File: config.mk
export PLATFORM = sky130hd
export DESIGN_NAME = status_ctl_flat
export DESIGN_NICKNAME = d
export VERILOG_FILES = /design/src/rtl/status_pkg.sv /design/src/rtl/status_ctl_if.sv /design/src/rtl/status_stack.sv /design/src/rtl/status_ctl.sv /design/src/flat_wrapper.sv
export SDC_FILE = /design/constraint.sdc
export NUM_CORES = 1
export LEC_CHECK = 0
export ABC_CLOCK_PERIOD_IN_PS = 4300
export BUFFER_PORTS_ARGS = -buffer_cell sky130_fd_sc_hd__buf_2
export CAP_MARGIN = 20
export CORE_MARGIN = 1
export CORE_UTILIZATION = 40
export CTS_CLUSTER_DIAMETER = 50
export CTS_CLUSTER_SIZE = 40
export DETAILED_ROUTE_END_ITERATION = 12
export RECOVER_POWER = 100
export REMOVE_ABC_BUFFERS = 1
export SLEW_MARGIN = 20
export SYNTH_ARGS = -nofsm -noshare
export SYNTH_HDL_FRONTEND = slang
export SYNTH_HIERARCHICAL = 1
export SYNTH_SLANG_ARGS = --single-unit
File: constraint.sdc
create_clock -name clk -period 4.3 [get_ports clk]
set_clock_uncertainty 0.2 [all_clocks]
set_input_delay 0.215 -clock clk [delete_from_list [all_inputs] [get_ports clk]]
set_output_delay 0.215 -clock clk [all_outputs]
set_load 0.03 [all_outputs]
File: src/rtl/status_pkg.sv
// Shared types and constants for the micro-BESM status/carry control unit.
// Flag vectors are always ordered {ovr,n,c,z}, bit 3 down to bit 0.
package status_pkg;

  typedef enum logic [3:0] {
    OP_NOP         = 4'd0,
    OP_LOAD_U      = 4'd1,
    OP_LOAD_M      = 4'd2,
    OP_LOAD_BOTH   = 4'd3,
    OP_LOAD_M_CINV = 4'd4,
    OP_LOAD_M_VRET = 4'd5,
    OP_SWAP        = 4'd6,
    OP_M_TO_U      = 4'd7,
    OP_BUS_TO_M    = 4'd8,
    OP_SET_M       = 4'd9,
    OP_CLR_M       = 4'd10,
    OP_INV_M       = 4'd11,
    OP_PUSH        = 4'd12,
    OP_POP         = 4'd13,
    OP_SET_UBIT    = 4'd14,
    OP_CLR_UBIT    = 4'd15
  } op_t;

  typedef logic [3:0] flags_t;

  localparam int F_Z   = 0;
  localparam int F_C   = 1;
  localparam int F_N   = 2;
  localparam int F_OVR = 3;

  localparam logic [1:0] SRC_USR   = 2'd0;
  localparam logic [1:0] SRC_MSR   = 2'd1;
  localparam logic [1:0] SRC_ALU   = 2'd2;
  localparam logic [1:0] SRC_CONST = 2'd3;

  // Only the enabled flag bits take the new value; the rest keep their state.
  function automatic flags_t merge_flags(flags_t cur, flags_t val, flags_t en);
    return (cur & ~en) | (val & en);
  endfunction

endpackage

File: src/rtl/status_ctl_if.sv
// Control/flag bundle between the microsequencer side and status_ctl.
// The master drives operations and flags; the slave returns status, ct and co.
interface status_ctl_if #(
  parameter int DEPTH = 4
);
  import status_pkg::*;

  localparam int DW = $clog2(DEPTH + 1);

  op_t          op;
  flags_t       fl_en;
  flags_t       alu_f;
  flags_t       bus_f;
  logic [1:0]   bit_sel;
  logic         sh_c_en;
  logic         sh_c;
  logic [5:0]   cond;
  logic [1:0]   cin_sel;
  logic         cin_inv;
  logic         cx;
  logic         clr_err;

  flags_t       usr;
  flags_t       msr;
  logic         ct;
  logic         co;
  logic [DW-1:0] depth;
  logic         full;
  logic         empty;
  logic         err;

  modport master (
    output op, fl_en, alu_f, bus_f, bit_sel, sh_c_en, sh_c,
           cond, cin_sel, cin_inv, cx, clr_err,
    input  usr, msr, ct, co, depth, full, empty, err
  );

  modport slave (
    input  op, fl_en, alu_f, bus_f, bit_sel, sh_c_en, sh_c,
           cond, cin_sel, cin_inv, cx, clr_err,
    output usr, msr, ct, co, depth, full, empty, err
  );

endinterface

File: src/rtl/status_stack.sv
// DEPTH-entry LIFO holding {MSR,uSR} snapshots for interrupt entry/return.
// The top entry is read combinationally so a pop can restore on the same edge.
module status_stack #(
  parameter int DEPTH = 4,
  parameter int WIDTH = 8,
  localparam int DW = $clog2(DEPTH + 1)
) (
  input  logic             clk,
  input  logic             reset,
  input  logic             push_i,
  input  logic             pop_i,
  input  logic [WIDTH-1:0] wdata_i,
  output logic [WIDTH-1:0] rdata_o,
  output logic [DW-1:0]    depth_o,
  output logic             full_o,
  output logic             empty_o,
  output logic             ovf_o,
  output logic             unf_o
);

  localparam int AW = (DEPTH > 1) ? $clog2(DEPTH) : 1;

  logic [WIDTH-1:0] mem [DEPTH];
  logic [DW-1:0]    depth_q;
  logic [DW-1:0]    depth_d;
  logic [AW-1:0]    wr_idx;
  logic [AW-1:0]    rd_idx;
  logic             do_push;
  logic             do_pop;

  assign full_o  = (depth_q == DW'(DEPTH));
  assign empty_o = (depth_q == '0);
  assign ovf_o   = push_i & full_o;
  assign unf_o   = pop_i & empty_o;

  assign do_push = push_i & ~full_o;
  assign do_pop  = pop_i & ~empty_o & ~push_i;

  assign wr_idx  = AW'(depth_q);
  assign rd_idx  = AW'(depth_q - DW'(1));
  assign rdata_o = mem[rd_idx];
  assign depth_o = depth_q;

  always_comb begin
    depth_d = depth_q;
    if (do_push) begin
      depth_d = depth_q + DW'(1);
    end else if (do_pop) begin
      depth_d = depth_q - DW'(1);
    end
  end

  // Reset only clears the occupancy; stale entries are unreachable afterwards.
  always_ff @(posedge clk or posedge reset) begin
    if (reset) begin
      depth_q <= '0;
    end else begin
      depth_q <= depth_d;
    end
  end

  always_ff @(posedge clk) begin
    if (do_push) begin
      mem[wr_idx] <= wdata_i;
    end
  end

endmodule

File: src/rtl/status_ctl.sv
// Status-and-carry control: uSR/MSR registers, branch condition test (ct),
// ALU carry-in (co) and the {MSR,uSR} save stack for interrupt entry/return.
module status_ctl
  import status_pkg::*;
#(
  parameter int DEPTH = 4
) (
  input  logic         clk,
  input  logic         reset,
  status_ctl_if.slave  sif
);

  localparam int DW = $clog2(DEPTH + 1);

  flags_t        usr_q;
  flags_t        usr_d;
  flags_t        msr_q;
  flags_t        msr_d;
  logic          err_q;
  logic          err_d;

  logic          stk_push;
  logic          stk_pop;
  logic [7:0]    stk_rdata;
  logic [DW-1:0] stk_depth;
  logic          stk_full;
  logic          stk_empty;
  logic          stk_ovf;
  logic          stk_unf;

  flags_t        cond_f;
  logic          ct_base;
  logic          cin_raw;

  assign stk_push = (sif.op == OP_PUSH);
  assign stk_pop  = (sif.op == OP_POP);

  status_stack #(
    .DEPTH (DEPTH),
    .WIDTH (8)
  ) u_stack (
    .clk     (clk),
    .reset   (reset),
    .push_i  (stk_push),
    .pop_i   (stk_pop),
    .wdata_i ({msr_q, usr_q}),
    .rdata_o (stk_rdata),
    .depth_o (stk_depth),
    .full_o  (stk_full),
    .empty_o (stk_empty),
    .ovf_o   (stk_ovf),
    .unf_o   (stk_unf)
  );

  always_comb begin
    usr_d = usr_q;
    msr_d = msr_q;
    case (sif.op)
      OP_LOAD_U:      usr_d = sif.alu_f;
      OP_LOAD_M:      msr_d = merge_flags(msr_q, sif.alu_f, sif.fl_en);
      OP_LOAD_BOTH: begin
        usr_d = sif.alu_f;
        msr_d = sif.alu_f;
      end
      OP_LOAD_M_CINV: msr_d = merge_flags(msr_q,
                                {sif.alu_f[F_OVR], sif.alu_f[F_N], ~sif.alu_f[F_C], sif.alu_f[F_Z]},
                                sif.fl_en);
      // Overflow accumulates across the return so a lost overflow is not cleared.
      OP_LOAD_M_VRET: msr_d = merge_flags(msr_q,
                                {sif.alu_f[F_OVR] | msr_q[F_OVR], sif.alu_f[F_N],
                                 sif.alu_f[F_C], sif.alu_f[F_Z]},
                                sif.fl_en);
      OP_SWAP: begin
        usr_d = msr_q;
        msr_d = usr_q;
      end
      OP_M_TO_U:      usr_d = msr_q;
      OP_BUS_TO_M:    msr_d = merge_flags(msr_q, sif.bus_f, sif.fl_en);
      OP_SET_M:       msr_d = 4'b1111;
      OP_CLR_M:       msr_d = 4'b0000;
      OP_INV_M:       msr_d = merge_flags(msr_q, ~msr_q, sif.fl_en);
      OP_POP: begin
        if (!stk_empty) begin
          msr_d = stk_rdata[7:4];
          usr_d = stk_rdata[3:0];
        end
      end
      OP_SET_UBIT:    usr_d[sif.bit_sel] = 1'b1;
      OP_CLR_UBIT:    usr_d[sif.bit_sel] = 1'b0;
      default: ;
    endcase
    if (sif.sh_c_en) begin
      msr_d[F_C] = sif.sh_c;
    end
  end

  // A fresh over/underflow wins over a simultaneous clear.
  assign err_d = (sif.clr_err ? 1'b0 : err_q) | stk_ovf | stk_unf;

  always_ff @(posedge clk or posedge reset) begin
    if (reset) begin
      usr_q <= '0;
      msr_q <= '0;
      err_q <= 1'b0;
    end else begin
      usr_q <= usr_d;
      msr_q <= msr_d;
      err_q <= err_d;
    end
  end

  always_comb begin
    case (sif.cond[5:4])
      SRC_USR: cond_f = usr_q;
      SRC_MSR: cond_f = msr_q;
      default: cond_f = sif.alu_f;
    endcase
  end

  always_comb begin
    case (sif.cond[3:1])
      3'd0:    ct_base = (cond_f[F_N] ^ cond_f[F_OVR]) | cond_f[F_Z];
      3'd1:    ct_base = cond_f[F_N] ^ cond_f[F_OVR];
      3'd2:    ct_base = cond_f[F_Z];
      3'd3:    ct_base = cond_f[F_OVR];
      3'd4:    ct_base = cond_f[F_C] | cond_f[F_Z];
      3'd5:    ct_base = cond_f[F_C];
      3'd6:    ct_base = ~cond_f[F_C] | cond_f[F_Z];
      default: ct_base = cond_f[F_N];
    endcase
  end

  assign sif.ct = (sif.cond[5:4] == SRC_CONST) ? ~sif.cond[0] : (ct_base ^ sif.cond[0]);

  // The carry source follows the condition source: uSR for source 0, MSR otherwise.
  always_comb begin
    case (sif.cin_sel)
      2'd0:    cin_raw = 1'b0;
      2'd1:    cin_raw = 1'b1;
      2'd2:    cin_raw = sif.cx;
      default: cin_raw = (sif.cond[5:4] == SRC_USR) ? usr_q[F_C] : msr_q[F_C];
    endcase
  end

  assign sif.co    = cin_raw ^ sif.cin_inv;
  assign sif.usr   = usr_q;
  assign sif.msr   = msr_q;
  assign sif.err   = err_q;
  assign sif.depth = stk_depth;
  assign sif.full  = stk_full;
  assign sif.empty = stk_empty;

endmodule

File: src/flat_wrapper.sv
// flat-port wrapper written by rule: the top's interface ports become plain ports
module status_ctl_flat import status_pkg::*;
#(
  parameter int DEPTH = 4
)
  (clk, reset, sif_op, sif_fl_en, sif_alu_f, sif_bus_f, sif_bit_sel, sif_sh_c_en, sif_sh_c, sif_cond, sif_cin_sel, sif_cin_inv, sif_cx, sif_clr_err, sif_usr, sif_msr, sif_ct, sif_co, sif_depth, sif_full, sif_empty, sif_err);
  status_ctl_if #(.DEPTH(DEPTH)) sif_i ();
  input  logic clk;
  input  logic reset;
  input wire logic [$bits(sif_i.op)-1:0] sif_op;
  input wire logic [$bits(sif_i.fl_en)-1:0] sif_fl_en;
  input wire logic [$bits(sif_i.alu_f)-1:0] sif_alu_f;
  input wire logic [$bits(sif_i.bus_f)-1:0] sif_bus_f;
  input wire logic [$bits(sif_i.bit_sel)-1:0] sif_bit_sel;
  input wire logic [$bits(sif_i.sh_c_en)-1:0] sif_sh_c_en;
  input wire logic [$bits(sif_i.sh_c)-1:0] sif_sh_c;
  input wire logic [$bits(sif_i.cond)-1:0] sif_cond;
  input wire logic [$bits(sif_i.cin_sel)-1:0] sif_cin_sel;
  input wire logic [$bits(sif_i.cin_inv)-1:0] sif_cin_inv;
  input wire logic [$bits(sif_i.cx)-1:0] sif_cx;
  input wire logic [$bits(sif_i.clr_err)-1:0] sif_clr_err;
  output wire logic [$bits(sif_i.usr)-1:0] sif_usr;
  output wire logic [$bits(sif_i.msr)-1:0] sif_msr;
  output wire logic [$bits(sif_i.ct)-1:0] sif_ct;
  output wire logic [$bits(sif_i.co)-1:0] sif_co;
  output wire logic [$bits(sif_i.depth)-1:0] sif_depth;
  output wire logic [$bits(sif_i.full)-1:0] sif_full;
  output wire logic [$bits(sif_i.empty)-1:0] sif_empty;
  output wire logic [$bits(sif_i.err)-1:0] sif_err;
  assign sif_i.op = sif_op;
  assign sif_i.fl_en = sif_fl_en;
  assign sif_i.alu_f = sif_alu_f;
  assign sif_i.bus_f = sif_bus_f;
  assign sif_i.bit_sel = sif_bit_sel;
  assign sif_i.sh_c_en = sif_sh_c_en;
  assign sif_i.sh_c = sif_sh_c;
  assign sif_i.cond = sif_cond;
  assign sif_i.cin_sel = sif_cin_sel;
  assign sif_i.cin_inv = sif_cin_inv;
  assign sif_i.cx = sif_cx;
  assign sif_i.clr_err = sif_clr_err;
  assign sif_usr = sif_i.usr;
  assign sif_msr = sif_i.msr;
  assign sif_ct = sif_i.ct;
  assign sif_co = sif_i.co;
  assign sif_depth = sif_i.depth;
  assign sif_full = sif_i.full;
  assign sif_empty = sif_i.empty;
  assign sif_err = sif_i.err;
  status_ctl #(.DEPTH(DEPTH)) u_core (.clk(clk), .reset(reset), .sif(sif_i));
endmodule
==> metrics, run 1 <==
die area=slightly above 0.007 mm2; fin nets=~340; Leakage Power=around 0.0012 uW; min-delay worst type=input port to flop; Cell Rows=29; initial DRC count=roughly 160; vias per inst=about 5.8; DIE HEIGHT=roughly 85 um; Critical Path RT=between 4 and 5 ns; worst skew pair latency=~0.29 ns; largest net degree at the start of global routing=30; drt first pass iters=6; sequential cell area fraction in the yosys report=a little under half; Synth Flop Type=edfxtp_1; Crit Path Class=flop to flop; Port-buffer cells=48; global-route wire length before repair=11200 um; crit path time final=between 2 and 3 ns; Mapped Area=0.00278 mm2; Psw=approximately 570 uW; DR WL met3=just under 300 um; hold_buf cts=2; metal2 WL=about 3300 um; Clock power frac=approximately 17%; IO Count=between 40 and 50; crit path max fanout=13; average cell area after synthesis=roughly 10 um2; Cells after Synth=approximately 270; area grow syn2layout=11.5%; placer congestion estimate=just under 0.8; Crit path arrival time=roughly 3 ns; Slew @ Worst Pin=between 0.7 and 0.8 ns; most common library cell in the layout ignoring fill and taps=edfxtp_1; CP endpoint kind=flop; grt ovf=0; Max VDD drop=0.292 mV; Internal Power=between 800 and 900 uW; Num CTS Buffers=5; max-cap violations=0; drt drc=0; width of the die=around 85 um; clock sink total=44; hpwl dp=~4800 um; Cell variety after synth=between 50 and 60; Non-Filler Instances=384; WHS=0.0145 ns; Critical Path Start Type=flop; Fmax=335 MHz; ys async rst share=between 20% and 30%; Max Buffers Root-to-Sink=2; outcome=completed; yosys warns=6; CP max stage delay=about 0.74 ns; core area=between 0.006 and 0.007 mm2; H-tree depth=2; Routed Antenna Nets=0; unrepaired setup endpoints after global routing=false; GR Util All Layers=around 20%; CTS tree=built; sequential power share=a little over two fifths; Gate power share=roughly 40%; DR WL/cell=about 18 um; WL met1=~3100 um; Power per Cell Area=approximately 470 mW/mm2; initial cell density of the core=between 40% and 50%; Net Sw Frac=39.4%; setup violators final=0; vias in the first global route=approximately 2200; critical path cell sequence=inv_1 > ha_1 > mux4_2 > nand2b_1 > a221oi_1 > o211ai_1 > a2bb2oi_1; #FFs+latches synth=44; initial antenna violation count=0; Final Cycle Share=between 60% and 70%; PostCTS Resize Cnt=0; number of inserted diodes=0; Clk pin slew, worst setup/hold paths=about 0.080 ns; # fillers=roughly 650; Top Layer Used=met4; Final Hold Violating Endpoints=0; setup TNS=0 ns; Max Slew Vio Count=0; setup bufs post-CTS=0; EDFF count, synth=32; Root Driver=clkbuf_8; share of cells above drive strength 1=approximately 18%; Slowest-stage cell, CP=dfrtp_1; commonest cells after routing, fill and taps aside=edfxtp_1 (32), buf_2 (30), nor2_1 (23); placed instance count=between 300 and 400; routed wire length=about 6800 um; Via Count=around 2200; max_slew headroom=~47%
per-stage QoR:
step | setup slack [ns] | area [um2] | total power (uW) | utilization [%]
2_1_floorplan | 1.45 | 2670 | 1040 | -
3_3_place_gp | 1.32 | 3010 | 1220 | 46.1
3_5_place_dp | 1.27 | 3010 | 1230 | 46.1
4_1_cts | 1.26 | 3120 | 1480 | 47.7
5_1_grt | 0.954 | 3100 | 1560 | 47.4
6_report | 1.31 | 3100 | 1460 | 47.4
flip-flops by register name (all words and copies together), names as in the netlist, named ones only:
name,count
u_core/sif.err,1
u_core/u_stack/mem,32
u_core/sif.usr,4
u_core/u_stack/depth_o,3
metal layers:
metal / track usage [%] / vias up
met3: 2.92 / 9
li1: - / 1074
met4: 6.06 / 0
met5: 0 / -
met2: 33.3 / 60
met1: 27.8 / 1074
power groups by stage:
stage | Sequential [uW] | Clock [uW] | Combinational (uW)
after global placement | 643 | 0 | 580
after floorplan | 668 | 0 | 373
after CTS | 634 | 261 | 588
after detailed placement | 645 | 0 | 583
after global routing | 647 | 276 | 634
final | 629 | 253 | 577
cells in the mapped netlist (all sizes together), types with 3 or more instances:
cell type  instances  share of area [%]
edfxtp            32                 35
nor2              23                3.1
o21ai             22                4.1
inv               18                2.4
nand2             17                2.3
a21oi             14                2.7
buf               12                3.1
dfrtp             12                 11
a31oi             10                2.3
mux4               8                6.5
nor2b              7                1.6
mux2               6                2.6
mux2i              6                2.2
nand2b             6                1.4
o211ai             6                1.6
xnor2              6                1.9
ha                 5                2.3
a221oi             4                1.3
and3               4               0.90
clkbuf             4               0.63
a211oi             3               0.81
a22o               3               0.95
a2bb2oi            3               0.95
nand3              3               0.54
xor2               3               0.95
worst paths after layout:
kind	start	endpoint	slack (ns)	cells past startpoint
hold reg to reg	u_core/sif.err	u_core/sif.err	0.35	2
min in group asynchronous	reset	u_core/u_stack/depth_o[1]	0.12	3
hold / removal	sif_sh_c	flop	0.01	3
setup reg to reg	u_core/u_stack/depth_o[0]	flop	1.31	7
setup / recovery	u_core/u_stack/depth_o[0]	flop	1.31	7
max in group asynchronous	reset	u_core/sif.usr[3]	3.33	3
logic make-up (layout without fill, tap and decap cells):
group | after synthesis | in the layout | synth area share, %
compound gates | 81 | 81 | 19.2
simple gates | 72 | 72 | 13.0
flops | 44 | 44 | 45.4
buf+inv | 34 | 76 | 6.13
mux | 20 | 20 | 11.2
xor+xnor | 9 | 9 | 2.84
fa+ha+maj | 5 | 5 | 2.25
worst max-delay path, delay by kind of cell, from the launching register on:
| family | cells | cell delay, ns |
|---|---|---|
| mux | 1 | 0.37 |
| fa+ha+maj | 1 | 0.67 |
| flops | 1 | 0.74 |
| buf+inv | 1 | 0.21 |
| compound gates | 3 | 0.54 |
| simple gates | 1 | 0.15 |
layout make-up:
class / count / area (um2) / area share [%]
tap: 77 / 96.3 / 3.11
timing repair buffer: 50 / 238 / 7.68
sequential: 44 / 1260 / 40.7
clock inverter: 3 / 18.8 / 0.606
clock buffer: 5 / 68.8 / 2.22
multi-input combinational: 187 / 1350 / 43.5
inverter: 18 / 67.6 / 2.18
No activity file was read; power rests on OpenSTA's default activity.
==> run 2, diff against run 1 <==
--- a/config.mk
+++ b/config.mk
@@ -5,7 +5,7 @@
 export SDC_FILE = /design/constraint.sdc
 export NUM_CORES = 1
 export LEC_CHECK = 0
-export ABC_CLOCK_PERIOD_IN_PS = 4300
+export ABC_CLOCK_PERIOD_IN_PS = 2800
 export BUFFER_PORTS_ARGS = -buffer_cell sky130_fd_sc_hd__buf_2
 export CAP_MARGIN = 20
 export CORE_MARGIN = 1
==> constraint.sdc (replaced) <==
create_clock -name clk -period 2.8 [get_ports clk]
set_clock_uncertainty 0.2 [all_clocks]
set_input_delay 0.14 -clock clk [delete_from_list [all_inputs] [get_ports clk]]
set_output_delay 0.14 -clock clk [all_outputs]
set_load 0.03 [all_outputs]
==> run 2 against run 1 <==
Count of clock-buffer cells in the layout rose by 1. Sequential share of layout area is 1.0 points lower. Final cell count is 2.6% higher. Worst hold slack got worse by 0.0030 ns. Non-clock buffer count grew 10. Sequential power up 49%. First-iteration DRC count grew 19%. Largest cell class unchanged.
==> metrics, run 2 (same netlist as run 1, synthesis figures left out) <==
outcome=completed; Via Count=2239 (+0.99%); largest net degree at the start of global routing=29 (-3.3%); fin nets=354 (+2.9%); Max VDD drop=0.507 mV (+74%); vias per inst=5.68 (-1.6%); Max Slew Vio Count=0 (unchanged); Num CTS Buffers=5 (unchanged); max_slew headroom=56.5% (+9.3 points); Leakage Power=0.00124 uW (+4.3%); Critical Path Start Type=flop; DIE HEIGHT=85.3 um (unchanged); Total Power=2290 uW (+57%); global-route wire length before repair=11000 um (-1.3%); Clk pin slew, worst setup/hold paths=0.09 ns (about the same); GR Util All Layers=19.9% (-0.27 points); CTS tree=built; grt ovf=0 (unchanged); max reg flops=32 (unchanged); max-cap violations=0 (unchanged); Crit path arrival time=2.49 ns (-0.48 ns); initial cell density of the core=42.5% (unchanged); clock sink total=44 (unchanged); worst skew pair latency=0.30 ns (about the same); Biggest register=u_core/u_stack/mem; Critical Path RT=2.79 ns (-1.49 ns); number of inserted diodes=0 (unchanged); final core utilization=48.6% (+1.2 points); initial antenna violation count=0 (unchanged); hpwl dp=4840 um (+0.43%); reg2reg start=u_core/u_stack/depth_o[1]; initial DRC count=187 (+19%); Power per Cell Area=722 mW/mm2 (+53%); Worst Reg-to-Reg Cells=7 (unchanged); min-delay worst type=input port to flop; area grow syn2layout=14.4%; vias in the first global route=2120 (-2.3%); drt first pass iters=4 (-2); Routed Antenna Nets=0 (unchanged); Max Buffers Root-to-Sink=2 (unchanged); routed wire length=6870 um (+0.97%); DR WL/cell=17.4 um (-1.6%); Crit Path Class=flop to flop; share of cells above drive strength 1=19.6% (+1.6 points); Port-buffer cells=48 (unchanged); reg2reg setup slack=0.31 ns (-1.01 ns); IO Count=49 (unchanged); placer congestion estimate=0.880 (+12%); unrepaired setup endpoints after global routing=false; hold path depth=3 (unchanged); Root Driver=clkbuf_8; Fmax=401 MHz (+20%); Slew @ Worst Pin=0.652 ns (-0.141 ns); crit path max fanout=7 (-6); crit path time final=2.49 ns (-0.494 ns); setup bufs post-CTS=0 (unchanged); Final Hold Violating Endpoints=0 (unchanged); hold_sp=sif_fl_en[2]; CP endpoint kind=flop; H-tree depth=2 (unchanged); setup violators final=0 (unchanged); WHS=0.0115 ns (-0.00302 ns); commonest cells after routing, fill and taps aside=buf_2 (32), edfxtp_1 (32), nor2_1 (23); Final Cycle Share=89.1% (+20 points); die area=0.00728 mm2 (unchanged); Cell Rows=29 (unchanged); width of the die=85.3 um (unchanged); core area=0.00653 mm2 (unchanged); # fillers=618 (-4.3%); drt drc=0 (unchanged)
[run 2: changes by cell type in the layout (fill, tap and decap cells not counted)]
cell	previous run	this run
buf_4	0	5
o21ai_0	19	20
dlygate4sd3_1	2	6
clkinv_2	0	1
clkinv_1	1	0
o21ai_1	2	1
buf_2	30	32
clkinvlp_4	2	1
[run 2: area by class of cell]
| class | count | area (um2) | area share [%] |
|---|---|---|---|
| tap | 77 | 96.3 | 3.03 |
| clock inverter | 2 | 12.5 | 0.394 |
| multi-input combinational | 187 | 1350 | 42.3 |
| timing repair buffer | 60 | 322 | 10.1 |
| inverter | 18 | 67.6 | 2.13 |
| clock buffer | 6 | 72.6 | 2.28 |
| sequential | 44 | 1260 | 39.7 |
[run 2: how the worst max path moves through the flow]
| stage | endpoint | from | cells after the start | slack [ns] |
|---|---|---|---|---|
| 5_1_grt | u_core/u_stack/mem[0][5] | u_core/u_stack/depth_o[1] | 5 | 0.12 |
| 2_1_floorplan | flop | u_core/u_stack/depth_o[0] | 7 | -0.05 |
| 4_1_cts | flop | u_core/u_stack/depth_o[1] | 7 | 0.40 |
| 6_report | flop | u_core/u_stack/depth_o[1] | 7 | 0.31 |
| 3_3_place_gp | flop | u_core/u_stack/depth_o[1] | 7 | 0.47 |
| 3_5_place_dp | flop | u_core/u_stack/depth_o[1] | 7 | 0.41 |
[run 2: worst max-delay path, cell delays in order, from the launching register on]
cell and delay [ns]:
dfrtp_1 0.46, inv_1 0.12, ha_1 0.48, clkbuf_1 0.33, mux4_2 0.36, o22ai_1 0.12, a211oi_1 0.10, a22o_1 0.22
[run 2: power breakdown]
part	switching [uW]	internal, uW	leakage, uW
Clock	217	175	0.0000412
Sequential	140	795	0.000429
Combinational	549	417	0.000766
[run 2: routing by layer]
metal / routed length [um] / global-route usage, % / vias to the layer above
met1: 3150 / 27.0 / 1083
met2: 3390 / 33.6 / 54
met5: 0 / 0 / -
met4: 67 / 4.70 / 0
li1: - / - / 1093
met3: 259 / 3.40 / 9
[run 2: metrics by stage]
step,cell area (um2),setup TNS [ns],std cells,setup slack (ns)
after global routing,3180,0,394,0.121
after detailed placement,3060,0,380,0.414
final,3180,0,394,0.305
after global placement,3060,0,380,0.465
after CTS,3200,0,394,0.403
after floorplan,2670,-0.0518,249,-0.0518
[run 2: what timing repair did]
action,in CTS,in global routing
hold buffers,6,0
endpoints found under the setup margin,0,0
hold endpoints to repair,15,0
gates resized for setup,0,0
